<file path="src/rtl/move_pkg.sv">
// Shared types and widths for the movement command scheduler.
package move_pkg;

  localparam int unsigned NUM_CMDS = 4;
  localparam int unsigned CNT_W    = 2;
  localparam int unsigned BUDGET_W = 3;
  localparam int unsigned PTR_W    = 2;

  typedef enum logic [1:0] {
    FWD   = 2'd0,
    BWD   = 2'd1,
    ROT_L = 2'd2,
    ROT_R = 2'd3
  } move_cmd_t;

  typedef enum logic [1:0] {
    IDLE      = 2'd0,
    OFFER     = 2'd1,
    WAIT_DONE = 2'd2
  } sched_state_t;

  function automatic move_cmd_t onehot_to_cmd(input logic [NUM_CMDS-1:0] oh);
    move_cmd_t c;
    c = FWD;
    if (oh[1]) c = BWD;
    if (oh[2]) c = ROT_L;
    if (oh[3]) c = ROT_R;
    return c;
  endfunction

endpackage

</file>
<file path="src/rtl/move_cmd_scheduler_if.sv">
// Command handshake between the scheduler and the movement datapath.
interface move_cmd_scheduler_if;

  logic               cmd_valid_out;
  move_pkg::move_cmd_t cmd_out;
  logic               cmd_ready_in;
  logic               cmd_done_in;

  modport master (output cmd_valid_out, output cmd_out, input cmd_ready_in, input cmd_done_in);
  modport slave  (input cmd_valid_out, input cmd_out, output cmd_ready_in, output cmd_done_in);

endinterface

</file>
<file path="src/rtl/rr_arbiter4.sv">
// Four-way round-robin arbiter: lowest request at or after ptr wins, one-hot grant.
module rr_arbiter4 (
  input  logic [3:0] req,
  input  logic [1:0] ptr,
  output logic [3:0] grant_c
);

  logic [7:0] rot_dbl;
  logic [3:0] rot_req;
  logic [3:0] rot_gnt;
  logic [7:0] gnt_dbl;

  // Rotate so ptr sits at bit 0, pick the lowest set bit, rotate back.
  always_comb begin
    rot_dbl = {req, req} >> ptr;
    rot_req = rot_dbl[3:0];
    rot_gnt = rot_req & (~rot_req + 4'd1);
    gnt_dbl = {rot_gnt, rot_gnt} << ptr;
    grant_c = gnt_dbl[7:4];
  end

endmodule

</file>
<file path="src/rtl/move_cmd_scheduler.sv">
// Queues button pulses as saturating per-command counts and issues one move at a time
// under a per-frame budget. Define MOVE_CANCEL_EN to cancel opposing pending pairs.
module move_cmd_scheduler
  import move_pkg::*;
#(
  parameter int unsigned MAX_PENDING    = 3,
  parameter int unsigned CMDS_PER_FRAME = 2
) (
  input  logic                  clk_in,
  input  logic                  rst_n_in,
  input  logic                  fwd_pulse,
  input  logic                  bwd_pulse,
  input  logic                  leftRot_pulse,
  input  logic                  rightRot_pulse,
  input  logic                  frame_start_in,
  move_cmd_scheduler_if.master  cmd_bus,
  output logic                  busy_out,
  output logic                  drop_out,
  output logic [NUM_CMDS-1:0]   pending_out
);

  logic [NUM_CMDS-1:0][CNT_W-1:0] cnt_q, cnt_d;
  logic [BUDGET_W-1:0] budget_q, budget_d;
  logic [PTR_W-1:0]    ptr_q;
  sched_state_t        state_q;

  logic [NUM_CMDS-1:0] pulse_c, nz_c, cancel_c, req_c, grant_c, dec_c, pend_c;
  logic                accept_c, drop_c, start_c;
  move_cmd_t           grant_cmd_c;

  assign pulse_c = {rightRot_pulse, leftRot_pulse, bwd_pulse, fwd_pulse};

  rr_arbiter4 u_arb (
    .req     (req_c),
    .ptr     (ptr_q),
    .grant_c (grant_c)
  );

  // Counter, budget and request bookkeeping for the next cycle.
  always_comb begin
    accept_c = (state_q == OFFER) && cmd_bus.cmd_ready_in;
    dec_c    = accept_c ? (4'b0001 << cmd_bus.cmd_out) : 4'b0000;
    cancel_c = '0;
    drop_c   = 1'b0;
    cnt_d    = cnt_q;
    pend_c   = '0;
    for (int unsigned i = 0; i < NUM_CMDS; i++) nz_c[i] = (cnt_q[i] != '0);
`ifdef MOVE_CANCEL_EN
    if (state_q == IDLE) begin
      cancel_c[1:0] = {2{&nz_c[1:0]}};
      cancel_c[3:2] = {2{&nz_c[3:2]}};
    end
`endif
    req_c = nz_c & ~cancel_c;
    for (int unsigned i = 0; i < NUM_CMDS; i++) begin
      if (cancel_c[i]) begin
        cnt_d[i] = CNT_W'(pulse_c[i]);
      end else if (pulse_c[i] && !dec_c[i]) begin
        if (cnt_q[i] == CNT_W'(MAX_PENDING)) drop_c = 1'b1;
        else                                 cnt_d[i] = cnt_q[i] + CNT_W'(1);
      end else if (dec_c[i] && !pulse_c[i]) begin
        cnt_d[i] = cnt_q[i] - CNT_W'(1);
      end
      pend_c[i] = (cnt_d[i] != '0);
    end
    budget_d = budget_q;
    if (frame_start_in)
      budget_d = accept_c ? BUDGET_W'(CMDS_PER_FRAME - 1) : BUDGET_W'(CMDS_PER_FRAME);
    else if (accept_c && budget_q != '0)
      budget_d = budget_q - BUDGET_W'(1);
    start_c     = (state_q == IDLE) && (|req_c) && (budget_q != '0);
    grant_cmd_c = onehot_to_cmd(grant_c);
  end

  always_ff @(posedge clk_in or negedge rst_n_in) begin
    if (!rst_n_in) begin
      cnt_q       <= '0;
      budget_q    <= BUDGET_W'(CMDS_PER_FRAME);
      drop_out    <= 1'b0;
      pending_out <= '0;
    end else begin
      cnt_q       <= cnt_d;
      budget_q    <= budget_d;
      drop_out    <= drop_c;
      pending_out <= pend_c;
    end
  end

  // Issue FSM: one command outstanding from offer until the datapath reports done.
  always_ff @(posedge clk_in or negedge rst_n_in) begin
    if (!rst_n_in) begin
      state_q               <= IDLE;
      cmd_bus.cmd_valid_out <= 1'b0;
      cmd_bus.cmd_out       <= FWD;
      ptr_q                 <= '0;
      busy_out              <= 1'b0;
    end else begin
      case (state_q)
        IDLE: begin
          if (start_c) begin
            state_q               <= OFFER;
            cmd_bus.cmd_valid_out <= 1'b1;
            cmd_bus.cmd_out       <= grant_cmd_c;
            busy_out              <= 1'b1;
          end
        end
        OFFER: begin
          if (cmd_bus.cmd_ready_in) begin
            state_q               <= WAIT_DONE;
            cmd_bus.cmd_valid_out <= 1'b0;
            ptr_q                 <= PTR_W'(cmd_bus.cmd_out) + PTR_W'(1);
          end
        end
        WAIT_DONE: begin
          if (cmd_bus.cmd_done_in) begin
            state_q  <= IDLE;
            busy_out <= 1'b0;
          end
        end
        default: begin
          state_q               <= IDLE;
          cmd_bus.cmd_valid_out <= 1'b0;
          busy_out              <= 1'b0;
        end
      endcase
    end
  end

endmodule
</file>
<file path="src/flat_wrapper.sv">
// flat-port wrapper written by rule: the top's interface ports become plain ports
module move_cmd_scheduler_flat import move_pkg::*;
#(
  parameter int unsigned MAX_PENDING    = 3,
  parameter int unsigned CMDS_PER_FRAME = 2
)
  (clk_in, rst_n_in, fwd_pulse, bwd_pulse, leftRot_pulse, rightRot_pulse, frame_start_in, busy_out, drop_out, pending_out, cmd_bus_cmd_valid_out, cmd_bus_cmd_out, cmd_bus_cmd_ready_in, cmd_bus_cmd_done_in);
  move_cmd_scheduler_if cmd_bus_i ();
  input  logic clk_in;
  input  logic rst_n_in;
  input  logic fwd_pulse;
  input  logic bwd_pulse;
  input  logic leftRot_pulse;
  input  logic rightRot_pulse;
  input  logic frame_start_in;
  output logic busy_out;
  output logic drop_out;
  output logic [NUM_CMDS-1:0] pending_out;
  output wire logic [$bits(cmd_bus_i.cmd_valid_out)-1:0] cmd_bus_cmd_valid_out;
  output wire logic [$bits(cmd_bus_i.cmd_out)-1:0] cmd_bus_cmd_out;
  input wire logic [$bits(cmd_bus_i.cmd_ready_in)-1:0] cmd_bus_cmd_ready_in;
  input wire logic [$bits(cmd_bus_i.cmd_done_in)-1:0] cmd_bus_cmd_done_in;
  assign cmd_bus_cmd_valid_out = cmd_bus_i.cmd_valid_out;
  assign cmd_bus_cmd_out = cmd_bus_i.cmd_out;
  assign cmd_bus_i.cmd_ready_in = cmd_bus_cmd_ready_in;
  assign cmd_bus_i.cmd_done_in = cmd_bus_cmd_done_in;
  move_cmd_scheduler #(.MAX_PENDING(MAX_PENDING), .CMDS_PER_FRAME(CMDS_PER_FRAME)) u_core (.clk_in(clk_in), .rst_n_in(rst_n_in), .fwd_pulse(fwd_pulse), .bwd_pulse(bwd_pulse), .leftRot_pulse(leftRot_pulse), .rightRot_pulse(rightRot_pulse), .frame_start_in(frame_start_in), .cmd_bus(cmd_bus_i), .busy_out(busy_out), .drop_out(drop_out), .pending_out(pending_out));
endmodule
</file>
<file path="config.mk">
export PLATFORM = sky130hd
export DESIGN_NAME = move_cmd_scheduler_flat
export DESIGN_NICKNAME = d
export VERILOG_FILES = /design/src/rtl/move_pkg.sv /design/src/rtl/move_cmd_scheduler_if.sv /design/src/rtl/rr_arbiter4.sv /design/src/rtl/move_cmd_scheduler.sv /design/src/flat_wrapper.sv
export SDC_FILE = /design/constraint.sdc
export NUM_CORES = 1
export LEC_CHECK = 0
export BUFFER_PORTS_ARGS = -buffer_cell sky130_fd_sc_hd__clkbuf_2
export CAP_MARGIN = 10
export CELL_PAD_IN_SITES_DETAIL_PLACEMENT = 1
export CELL_PAD_IN_SITES_GLOBAL_PLACEMENT = 2
export CORE_UTILIZATION = 35
export DETAILED_ROUTE_END_ITERATION = 8
export GPL_ROUTABILITY_DRIVEN = 0
export PLACE_DENSITY = 0.74
export SYNTH_ARGS = -nofsm -noshare
export SYNTH_HDL_FRONTEND = slang
export SYNTH_SLANG_ARGS = --single-unit
</file>
<file path="constraint.sdc">
create_clock -name clk_in -period 2 [get_ports clk_in]
set_input_delay 0.1 -clock clk_in [delete_from_list [all_inputs] [get_ports clk_in]]
set_output_delay 0.1 -clock clk_in [all_outputs]
set_load 0.01 [all_outputs]
</file>
# ---- After elaboration in Yosys (flattened, before gate mapping)
# Cells that the tools add are included.
dict set report op_classes {
  shift 3
  muxes 36
  n_bitwise 4
  n_eq_ne 9
  reduce_logical 37
  addsub 11
}
# op count
set ops {}
lappend ops {{$mux W2} 18}
lappend ops {{$reduce_bool A2 Y1} 9}
lappend ops {{$logic_and A1 B1 Y1} 12}
lappend ops {{$mux W1} 12}
lappend ops {{$add A2 B1 Y2 const B} 5}
lappend ops {{$eq A2 B2 Y1 const B} 5}
lappend ops {{$reduce_and A3 Y1} 3}
lappend ops {{$logic_not A1 Y1} 8}
lappend ops {{$shl A8 B2 Y8} 1}
lappend ops {{$shr A8 B2 Y4} 1}
lappend ops {{$sub A2 B1 Y2 const B} 4}
lappend ops {{$mux W3} 2}
lappend ops {{$pmux W1 S3} 2}
lappend ops {{$pmux W2 S3} 1}
lappend ops {{$add A4 B1 Y4 const B} 1}
lappend ops {{$and A4 B4 Y4} 1}
lappend ops {{$mux W4} 1}
lappend ops {{$ne A2 B2 Y1 const B} 2}
lappend ops {{$not A4 Y4} 1}
lappend ops {{$reduce_and A2 Y1} 2}
lappend ops {{$reduce_or A4 Y1} 1}
lappend ops {{$shl A1 B2 Y4 const A} 1}
lappend ops {{$reduce_bool A3 Y1} 1}
lappend ops {{$sub A3 B1 Y3 const B} 1}
lappend ops {{4 further kinds} 5}
dict set report totals {
  regBits 24
  word_cells 112
  out_inout_bits 9
  in_bits 9
}

# ---- Longest topological paths before layout
# Gate-level depths: netlist of the first run.
dict set report logic_depth {
  depth_word 12
  mapped_depth 6
  depth_no_buf 6
}

# ---- Cells and area by module
# From an unflattened synthesis of the first run, not the netlist that was laid out.
dict set report hier_totals {
  hier_cells 178
  hier_area_um2 1717.9
}
# module area_each_um2 cells_each seq_area_each_um2 instances
set by_module_without_submodules {}
lappend by_module_without_submodules {move_cmd_scheduler 1619.1 162 601.8 1}
lappend by_module_without_submodules {rr_arbiter4 98.8 16 0.0 1}

# ---- Worst setup path before layout of the first run
# Ideal clock, no wire load.
dict set report synth_path {
  kind {reg2reg}
  startpoint {register u_core.budget_q[1]}
  endpoint {register u_core.cmd_bus.cmd_out[1]}
  path_slack_ns 0.441
  arrival_ns 1.494
  n_path_buf 0
  t_required_ns 1.935
  setup_time_ns 0.065
  period_less_slack_ns 1.559
  stages_incl_launch_ff 7
  cell_sequence {dfstp_2 > inv_1 > ha_1 > nand2b_1 > nand3_1 > a2111oi_0 > a21o_1}
}
dict set report synth_between {
  elab_chain_len 3
}
# element line
set synth_lines {}
lappend synth_lines {{start, declared} move_cmd_scheduler.sv:23} ;# logic [BUDGET_W-1:0] budget_q, budget_d;
lappend synth_lines {{start signal, assigned} move_cmd_scheduler.sv:78} ;# budget_q <= BUDGET_W'(CMDS_PER_FRAME);
lappend synth_lines {{start signal, assigned} move_cmd_scheduler.sv:83} ;# budget_q <= budget_d;
lappend synth_lines {{$reduce_bool A3 Y1} move_cmd_scheduler.sv:71} ;# start_c = (state_q == IDLE) && (|req_c) && (budget_q != '0);
lappend synth_lines {{$logic_and A1 B1 Y1} move_cmd_scheduler.sv:71}
lappend synth_lines {{$reduce_and A2 Y1 (no source line)} --}
lappend synth_lines {{end signal, assigned} move_cmd_scheduler.sv:103} ;# cmd_bus.cmd_out <= grant_cmd_c;
lappend synth_lines {{end, declared} move_cmd_scheduler_if.sv:9} ;# modport master (output cmd_valid_out, output cmd_out, input cmd_ready_in, input cmd_done_in);
# Every way passes these cells.
# A chain may end at the register's enable or synchronous reset.

# ---- Worst setup path in the final report of the first run
# Ends and elaborated chain as after synthesis.

==> results.sh, run 1 <==
export IMPL_run_status="finished, final reports clean"
export IMPL_setup_ws_ns=0.166
export IMPL_cp_top_family="compound AO/OA/AOI/OAI gates"
export IMPL_vias=1117
export IMPL_antenna_found_initial=0
export IMPL_r2r_start="u_core.budget_q[1]$_DFFE_PN1P_"
export IMPL_final_hold_violation_count=0
export IMPL_synth_edf_count=0
export IMPL_cts_buffers=3
export IMPL_drt_iter0_markers=49
export IMPL_syn_inst=151
export IMPL_yosys_area_top_type_share=0.401
export IMPL_drive_gt1_frac=0.188
export IMPL_syn_num_nets=178
export IMPL_ioPinCount=18
export IMPL_synth_cell_types=38
export IMPL_row_count=22
export IMPL_initial_core_util=0.378
export IMPL_crit_path_start="u_core.budget_q[1]$_DFFE_PN1P_"
export IMPL_grt_pass1_wl_um=5520
export IMPL_cp_start_kind="flip-flop"
export IMPL_fillers=448
export IMPL_critPathCapture="u_core.cmd_bus.cmd_out[1]$_DFFE_PN0P_"
export IMPL_hp_class="primary input to flip-flop"
export IMPL_final_nets=198
export IMPL_routed_wl_um=3210
export IMPL_die_width_um=66.0
export IMPL_diodes=0
export IMPL_slew_viol_final=0
export IMPL_crit_path_max_incr_delay_ns=0.54
export IMPL_cp_required_ns=2.22
export IMPL_fmax_ghz=0.545
export IMPL_post_route_min_period_ns=1.83
export IMPL_end_kind="flip-flop"
export IMPL_dr_pass1_iters=4
export IMPL_synth_seq_cells=24
export IMPL_crit_buf_inv=1
export IMPL_seqCellArea_um2=602
export IMPL_fin_crit_sh=0.917
export IMPL_h_tree_depth=1
export IMPL_ys_flop_type="dfrtp_1"
export IMPL_drc=0
export IMPL_root_buffer="clkbuf_8"
export IMPL_cp_slowest_cell="dfstp_2"
export IMPL_synth_top_area_cell="dfrtp_1"
export IMPL_skew_ns=0.00368
export IMPL_grt_overflow_total=0
export IMPL_first_global_vias=1181
export IMPL_maxCapViolations=0
export IMPL_p_leak_uw=0.000800
export IMPL_syn_cell_area_um2=1440
export IMPL_clk_pin_slew_worst_paths_ns=0.09
export IMPL_dp_hpwl_um=2450
export IMPL_yosysMostFrequentCell="dfrtp_1"
export IMPL_synth_area_top_cells="dfrtp_1 40%, ha_1 16%, nand2_1 5.5%"
export IMPL_multi_input_comb_area_um2=772
export IMPL_irDropWorstVdd_v=0.000548
export IMPL_cp_max_fo=6
export IMPL_r2r_slack_ns=0.17
export IMPL_worst_pin_slew_ns=0.617
export IMPL_numPortBuffers=17
export IMPL_tns_ns=0
export IMPL_crit_path_cell_trace="inv_1, ha_1, nand2b_1, nand3_1, a2111oi_0, a21o_1"
export IMPL_cts_tree="built"
export IMPL_viasPerCell=5.12
export IMPL_worstSetupPathType="flip-flop to flip-flop"
export IMPL_ys_seq_area_frac=0.419
export IMPL_avgSynthCellArea_um2=9.50
export IMPL_die_h_um=66.0
export IMPL_rsz0062_at_grt="no"
export IMPL_clock_path_buffers=2
export IMPL_power_density_nw_per_um2=1140
export IMPL_r2r_end="u_core.cmd_bus.cmd_out[1]$_DFFE_PN0P_"
export IMPL_clk_latency_ns=0.27
export IMPL_synthTopCellsByCount="23 x dfrtp_1, 21 x nand2_1, 18 x ha_1"
export IMPL_worst_r2r_path_depth=6
export IMPL_area_delta_synth_final_pct=14.0
export IMPL_dieArea_um2=4360
export IMPL_coreArea_um2=3800
export IMPL_relSlewSlack=0.588
export IMPL_grt_max_degree=25
export IMPL_async_reset_ff_frac=1.00
export IMPL_cts_sinks=24
export IMPL_crit_cells=6
export IMPL_gr_usage_all_layers=0.171
export IMPL_dp_slack_ns=0.199
export IMPL_cp_arrival_ns=2.05
export IMPL_setup_viol=0
export IMPL_yosys_warnings=0
export IMPL_ant_nets=0
export IMPL_routedWlPerCell_um=14.7
## power by group
group	internal, uW	leakage (uW)	total [uW]	switching [uW]
registers	635	0.000251	808	173
logic	320	0.000520	721	401
clock network	176	0.0000288	337	161
total	1130	0.000800	1870	735
## registers in the layout, indices dropped and copies added (netlist names)
name,count
u_core.state_q,2
u_core.budget_q,3
u_core.pending_out,4
u_core.cmd_bus.cmd_out,2
u_core.drop_out,1
u_core.ptr_q,2
u_core.cnt_q,8
u_core.busy_out,1
u_core.cmd_bus.cmd_valid_out,1
## area by class of cell
type | instances | share of cell area
Clock buffer | 4 | 0.0336
Tap cell | 48 | 0.0367
Inverter | 12 | 0.0275
Timing Repair Buffer | 19 | 0.0627
Sequential cell | 24 | 0.368
Multi-Input combinational cell | 111 | 0.472
## cell usage in the layout, fill, tap and decap left out, types with 3 or more instances in the layout
master    count
o21ai_0       8
clkbuf_2     17
or2_2         3
nand2_1      21
inv_1        12
dfrtp_1      23
nor2_1       10
nand3_1       5
a21oi_1       9
ha_1         18
clkbuf_8      4
o211ai_1      4
## through the flow
step / cell area [um^2] / hold WS, ns / total power [uW] / std cells / util
floorplan: 1440 / -0.196 / 1310 / 151 / -
global placement: 1570 / 0.139 / 1500 / 213 / 0.414
detailed placement: 1570 / 0.159 / 1540 / 213 / 0.414
CTS: 1640 / 0.0123 / 1900 / 218 / 0.431
global route: 1640 / 0.0150 / 2050 / 218 / 0.431
finish: 1640 / 0.0204 / 1870 / 218 / 0.431
## cell families after synthesis
group                    after synthesis  share of synthesized area
AND/OR/NAND/NOR                       55                      0.195
AO/OA/AOI/OAI                         31                      0.135
multiplexers                           4                     0.0323
adder cells (fa/ha/maj)               18                      0.157
XOR/XNOR                               3                     0.0183
buffers and inverters                 16                     0.0427
flip-flops                            24                      0.419
## what timing repair did
item | in CTS | in global routing
gates resized for setup | 0 | 0
setup buffers | 0 | 0
hold buffers | 1 | 0
endpoints found under the hold margin | 23 | 0
## worst min-delay path by stage
stage / startpoint / slack [ns] / cells after the start / endpoint
after floorplan: rst_n_in / -0.20 / 0 / u_core.budget_q[0]$_DFFE_PN0P_
after global placement: rst_n_in / 0.14 / 1 / u_core.budget_q[2]$_DFFE_PN0P_
after detailed placement: rst_n_in / 0.16 / 1 / u_core.budget_q[0]$_DFFE_PN0P_
after CTS: cmd_bus_cmd_done_in / 0.01 / 2 / u_core.state_q[1]$_DFFE_PN0P_
after global routing: frame_start_in / 0.01 / 2 / u_core.budget_q[2]$_DFFE_PN0P_
final: cmd_bus_cmd_done_in / 0.02 / 2 / u_core.state_q[1]$_DFFE_PN0P_
## metal layers
| layer | vias up | routed length (um) | global-route usage | share of wire |
|---|---|---|---|---|
| met2 | 18 | 1610 | 0.283 | 0.50 |
| met1 | 543 | 1480 | 0.217 | 0.46 |
| met5 | - | 0 | 0 | 0 |
| met4 | 0 | 52 | 0.0665 | 0.016 |
| met3 | 4 | 73 | 0.0345 | 0.023 |
| li1 | 552 | - | - | - |
No activity file was read; power rests on OpenSTA's default activity.
==> inputs of run 2 (changes only) <==
--- a/config.mk
+++ b/config.mk
@@ -12,7 +12,7 @@
 export CORE_UTILIZATION = 35
 export DETAILED_ROUTE_END_ITERATION = 8
 export GPL_ROUTABILITY_DRIVEN = 0
-export PLACE_DENSITY = 0.74
+export PLACE_DENSITY_LB_ADDON = 0.1
 export SYNTH_ARGS = -nofsm -noshare
 export SYNTH_HDL_FRONTEND = slang
 export SYNTH_SLANG_ARGS = --single-unit
==> run 2 against run 1 <==
Net effect:
- fmax grew 3.2%
- via count grew 2.3%
- critical endpoint unchanged
- die area is the same
- clock-buffer cell count is the same
- critical path type unchanged
- sequential cell count is the same
- register-to-register slack gained 0.06 ns
- wire length shrank 1.8%
- sequential power is essentially flat
==> results.sh, run 2 (synthesis results as in run 1) <==
export IMPL_run_status="finished, final reports clean"
export IMPL_power_density_nw_per_um2=1130
export IMPL_skew_ns=0.00183
export IMPL_ioPinCount=18
export IMPL_die_width_um=66.0
export IMPL_gr_usage_all_layers=0.164
export IMPL_postCtsSetupRepairBufs=0
export IMPL_regMostFlops="u_core.cnt_q"
export IMPL_cp_max_fo=6
export IMPL_tns_ns=0
export IMPL_diodes=0
export IMPL_row_count=22
export IMPL_grt_overflow_total=0
export IMPL_vias=1143
export IMPL_cts_buffers=3
export IMPL_cts_resized=0
export IMPL_numPortBuffers=17
export IMPL_slew_viol_final=0
export IMPL_setup_viol=0
export IMPL_die_h_um=66.0
export IMPL_root_buffer="clkbuf_8"
export IMPL_mostFrequentLayoutCells="23 x dfrtp_1, 21 x nand2_1, 18 x ha_1, 17 x clkbuf_2, 12 x inv_1"
export IMPL_largest_reg_flops=8
export IMPL_drc=0
export IMPL_drt_iter0_markers=33
export IMPL_mostFrequentLayoutCell="dfrtp_1"
export IMPL_relSlewSlack=0.576
export IMPL_hold_buffers=1
export IMPL_coreArea_um2=3800
export IMPL_clk_latency_ns=0.26
export IMPL_fmax_ghz=0.563
export IMPL_h_tree_depth=1
export IMPL_end_kind="flip-flop"
export IMPL_viasPerCell=5.22
export IMPL_cp_arrival_ns=1.98
export IMPL_top_regs="u_core.cnt_q: 8 flops, u_core.pending_out: 4 flops, u_core.budget_q: 3 flops"
export IMPL_dr_pass1_iters=4
export IMPL_final_nets=199
export IMPL_fin_crit_sh=0.889
export IMPL_dieArea_um2=4360
export IMPL_finalCoreUtilization=0.433
export IMPL_worstSetupPathType="flip-flop to flip-flop"
export IMPL_cts_sinks=24
export IMPL_rsz0062_at_grt="no"
export IMPL_post_route_min_period_ns=1.78
export IMPL_first_global_vias=1161
export IMPL_grt_pass1_wl_um=5390
export IMPL_cts_tree="built"
export IMPL_grt_max_degree=25
export IMPL_antenna_found_initial=0
export IMPL_hp_class="primary input to flip-flop"
export IMPL_irDropWorstVdd_v=0.000454
export IMPL_routed_wl_um=3150
export IMPL_worst_pin_slew_ns=0.635
export IMPL_maxCapViolations=0
export IMPL_p_leak_uw=0.000805
export IMPL_clock_path_buffers=2
export IMPL_final_hold_violation_count=0
export IMPL_drive_gt1_frac=0.193
export IMPL_cp_start_kind="flip-flop"
export IMPL_cp_required_ns=2.20
export IMPL_dp_hpwl_um=2470
export IMPL_ant_nets=0
export IMPL_clk_pin_slew_worst_paths_ns=0.09
export IMPL_initial_core_util=0.378
export IMPL_routedWlPerCell_um=14.4
export IMPL_area_delta_synth_final_pct=14.6
export IMPL_fillers=446
-- run 2: changes by cell type in the layout (fill, tap and decap cells not counted), sizes merged --
cell  before  now
buf        1    2
-- run 2: critical path, stage by stage, from the launching register on --
cell and delay (ns):
dfstp_2 0.54, inv_1 0.05, ha_1 0.19, nand2b_1 0.15, nand3_1 0.20, a2111oi_0 0.45
a21o_1 0.14
-- run 2: power breakdown --
part           total, uW  internal [uW]  switching (uW)
clock network        331            176             155
logic                725            324             401
registers            810            635             175
total               1870           1130             731
-- run 2: layout make-up --
cell class	count	area [um^2]	area share
Multi-Input combinational cell	111	772	0.470
Sequential cell	24	602	0.366
Timing Repair Buffer	20	110	0.0670
Tap cell	48	60.1	0.0365
Clock buffer	4	55.1	0.0335
Inverter	12	45.0	0.0274
-- run 2: path summary, 6_finish.rpt --
| check | slack, ns | start | endpoint | depth (start not counted) |
|---|---|---|---|---|
| setup reg to reg | 0.22 | u_core.budget_q[1]$_DFFE_PN1P_ | u_core.cmd_bus.cmd_out[1]$_DFFE_PN0P_ | 6 |
| max in group asynchronous | 1.21 | rst_n_in | u_core.ptr_q[0]$_DFFE_PN0P_ | 2 |
| min in group asynchronous | 0.38 | rst_n_in | u_core.cnt_q[5]$_DFF_PN0_ | 2 |
| setup / recovery | 0.22 | u_core.budget_q[1]$_DFFE_PN1P_ | u_core.cmd_bus.cmd_out[1]$_DFFE_PN0P_ | 6 |
| hold reg to reg | 0.49 | u_core.busy_out$_DFFE_PN0P_ | u_core.busy_out$_DFFE_PN0P_ | 2 |
| hold / removal | 0.04 | frame_start_in | u_core.budget_q[2]$_DFFE_PN0P_ | 2 |
-- run 2: metal layers --
metal,share of wire,global-route usage,vias to the layer above
met2,0.48,0.281,14
met5,0,0,-
met3,0.026,0.0207,4
li1,-,-,553
met4,0.012,0.0612,0
met1,0.48,0.210,572
-- run 2: through the flow --
| stage | power, uW | hold slack [ns] | instance area (um^2) | setup slack, ns | cells |
|---|---|---|---|---|---|
| 3_5_place_dp | 1550 | 0.153 | 1580 | 0.229 | 214 |
| 5_1_grt | 2050 | 0.0403 | 1640 | 0.0473 | 219 |
| 3_3_place_gp | 1500 | 0.140 | 1580 | 0.365 | 214 |
| 6_report | 1870 | 0.0396 | 1640 | 0.223 | 219 |
| 4_1_cts | 1900 | 0.0375 | 1640 | 0.209 | 219 |
| 2_1_floorplan | 1310 | -0.196 | 1440 | 0.441 | 151 |
==> inputs of run 3 (changes only) <==
--- a/config.mk
+++ b/config.mk
@@ -12,7 +12,10 @@
 export CORE_UTILIZATION = 35
 export DETAILED_ROUTE_END_ITERATION = 8
 export GPL_ROUTABILITY_DRIVEN = 0
+export GPL_TIMING_DRIVEN = 1
+export MAX_ROUTING_LAYER = met4
 export PLACE_DENSITY_LB_ADDON = 0.1
+export SETUP_SLACK_MARGIN = 0.15
 export SYNTH_ARGS = -nofsm -noshare
 export SYNTH_HDL_FRONTEND = slang
 export SYNTH_SLANG_ARGS = --single-unit
==> run 3 against run 2 <==
Net effect:
- cell count unchanged
- die area unchanged
- sequential share of layout area decreased by 0.14 points
- fmax increased by 4.3%
- non-clock buffer count unchanged
- sequential cell count unchanged
- clock skew decreased by 0.00055 ns
- sequential power about the same
- critical path depth unchanged
- register-to-register slack improved by 0.07 ns
- worst setup slack improved by 0.073 ns
- largest power group unchanged
==> results.sh, run 3 (synthesis results as in run 1) <==
export IMPL_run_status="finished, final reports clean"
export IMPL_routed_wl_um=3150
export IMPL_skew_ns=0.00128
export IMPL_top_regs="u_core.cnt_q: 8 flops, u_core.pending_out: 4 flops, u_core.budget_q: 3 flops"
export IMPL_fillers=448
export IMPL_cp_max_fo=6
export IMPL_antenna_found_initial=0
export IMPL_dr_pass1_iters=4
export IMPL_first_global_vias=1157
export IMPL_grt_overflow_total=0
export IMPL_numPortBuffers=17
export IMPL_final_hold_violation_count=0
export IMPL_initial_core_util=0.378
export IMPL_regMostFlops="u_core.cnt_q"
export IMPL_cts_sinks=24
export IMPL_rsz0062_at_grt="no"
export IMPL_largest_reg_flops=8
export IMPL_post_route_min_period_ns=1.70
export IMPL_r2r_start="u_core.budget_q[1]$_DFFE_PN1P_"
export IMPL_drive_gt1_frac=0.199
export IMPL_critPathCapture="u_core.cmd_bus.cmd_out[1]$_DFFE_PN0P_"
export IMPL_vias=1141
export IMPL_drc=0
export IMPL_power_share_clock=0.176
export IMPL_fin_crit_sh=0.852
export IMPL_tns_ns=0
export IMPL_drt_iter0_markers=40
export IMPL_dieArea_um2=4360
export IMPL_mostFrequentLayoutCell="dfrtp_1"
export IMPL_cp_start_kind="flip-flop"
export IMPL_root_buffer="clkbuf_8"
export IMPL_r2r_end="u_core.cmd_bus.cmd_out[1]$_DFFE_PN0P_"
export IMPL_p_sw_uw=736
export IMPL_hp_class="primary input to flip-flop"
export IMPL_worstSetupPathType="flip-flop to flip-flop"
export IMPL_maxCapViolations=0
export IMPL_grt_max_degree=25
export IMPL_coreArea_um2=3800
export IMPL_worst_pin_slew_ns=0.636
export IMPL_cts_buffers=3
export IMPL_clk_latency_ns=0.26
export IMPL_diodes=0
export IMPL_die_h_um=66.0
export IMPL_end_kind="flip-flop"
export IMPL_row_count=22
export IMPL_gr_usage_all_layers=0.168
export IMPL_clock_path_buffers=2
export IMPL_viasPerCell=5.21
export IMPL_fmax_ghz=0.587
export IMPL_die_width_um=66.0
export IMPL_r2r_slack_ns=0.30
export IMPL_power_density_nw_per_um2=1140
export IMPL_p_leak_uw=0.000808
export IMPL_worst_r2r_path_depth=6
export IMPL_setup_viol=0
export IMPL_netSwitchingFraction=0.392
export IMPL_final_nets=199
export IMPL_area_delta_synth_final_pct=15.0
export IMPL_relSlewSlack=0.576
export IMPL_mostFrequentLayoutCells="23 x dfrtp_1, 21 x nand2_1, 18 x ha_1, 17 x clkbuf_2, 12 x inv_1"
export IMPL_p_int_uw=1140
export IMPL_postCtsSetupRepairBufs=0
export IMPL_crit_path_start="u_core.budget_q[1]$_DFFE_PN1P_"
export IMPL_ant_nets=0
export IMPL_p_comb_frac=0.392
export IMPL_irDropWorstVdd_v=0.000454
export IMPL_h_tree_depth=1
export IMPL_seqPwrFrac=0.431
export IMPL_dp_hpwl_um=2470
export IMPL_grt_pass1_wl_um=5400
export IMPL_finalCoreUtilization=0.434
export IMPL_clk_pin_slew_worst_paths_ns=0.09
export IMPL_cts_tree="built"
export IMPL_routedWlPerCell_um=14.4
export IMPL_cp_arrival_ns=1.91
export IMPL_cp_required_ns=2.20
export IMPL_slew_viol_final=0
export IMPL_ioPinCount=18
==> run 3: final cells by class <==
type                    count  area [um^2]  share of cell area
multi-input cells         111          778               0.472
repair buffers             20          110              0.0667
clock buffers               4         55.1              0.0334
well taps                  48         60.1              0.0364
inverters                  12         45.0              0.0273
flip-flops and latches     24          602               0.365
==> run 3: metal layers <==
metal / vias up / track usage / wire length [um]
li1: 552 / - / -
met1: 571 / 0.210 / 1510
met2: 14 / 0.281 / 1530
met3: 4 / 0.0207 / 75
met4: 0 / 0.0612 / 39
met5: - / - / 0
==> run 3: how the worst min path moves through the flow <==
stage,startpoint,endpoint,depth (start not counted)
floorplan,rst_n_in,u_core.budget_q[0]$_DFFE_PN0P_,0
global placement,rst_n_in,u_core.pending_out[2]$_DFF_PN0_,1
detailed placement,rst_n_in,u_core.cnt_q[5]$_DFF_PN0_,1
CTS,frame_start_in,u_core.budget_q[2]$_DFFE_PN0P_,2
global route,frame_start_in,u_core.budget_q[2]$_DFFE_PN0P_,2
finish,frame_start_in,u_core.budget_q[2]$_DFFE_PN0P_,2
==> run 3: worst max-delay path: stages, from the launching register on <==
cell	delay, ns
dfstp_2	0.54
inv_1	0.05
ha_1	0.19
nand2b_1	0.16
nand3_2	0.15
a2111oi_1	0.41
a21o_1	0.14
==> run 3: power groups by stage <==
| stage | Combinational (uW) | Clock [uW] | Sequential (uW) |
|---|---|---|---|
| 4_1_cts | 740 | 348 | 811 |
| 2_1_floorplan | 532 | 0 | 774 |
| 5_1_grt | 855 | 362 | 842 |
| 6_report | 736 | 330 | 809 |
| 3_5_place_dp | 733 | 0 | 821 |
| 3_3_place_gp | 696 | 0 | 805 |
==> run 3: through the flow <==
| step | cells | hold WS [ns] | area [um^2] | total power, uW | setup WS [ns] |
|---|---|---|---|---|---|
| 2_1_floorplan | 151 | -0.196 | 1440 | 1310 | 0.441 |
| 3_3_place_gp | 214 | 0.140 | 1580 | 1500 | 0.365 |
| 3_5_place_dp | 214 | 0.153 | 1580 | 1550 | 0.229 |
| 4_1_cts | 219 | 0.0375 | 1640 | 1900 | 0.209 |
| 5_1_grt | 219 | 0.0404 | 1650 | 2060 | 0.169 |
| 6_report | 219 | 0.0392 | 1650 | 1870 | 0.296 |
==> run 3: what timing repair did <==
| action | 4_1_cts | 5_1_grt |
|---|---|---|
| endpoints found under the setup margin | 0 | 1 |
| resized for setup | 0 | 2 |
| hold buffers | 1 | 0 |
| hold endpoints to repair | 23 | 0 |
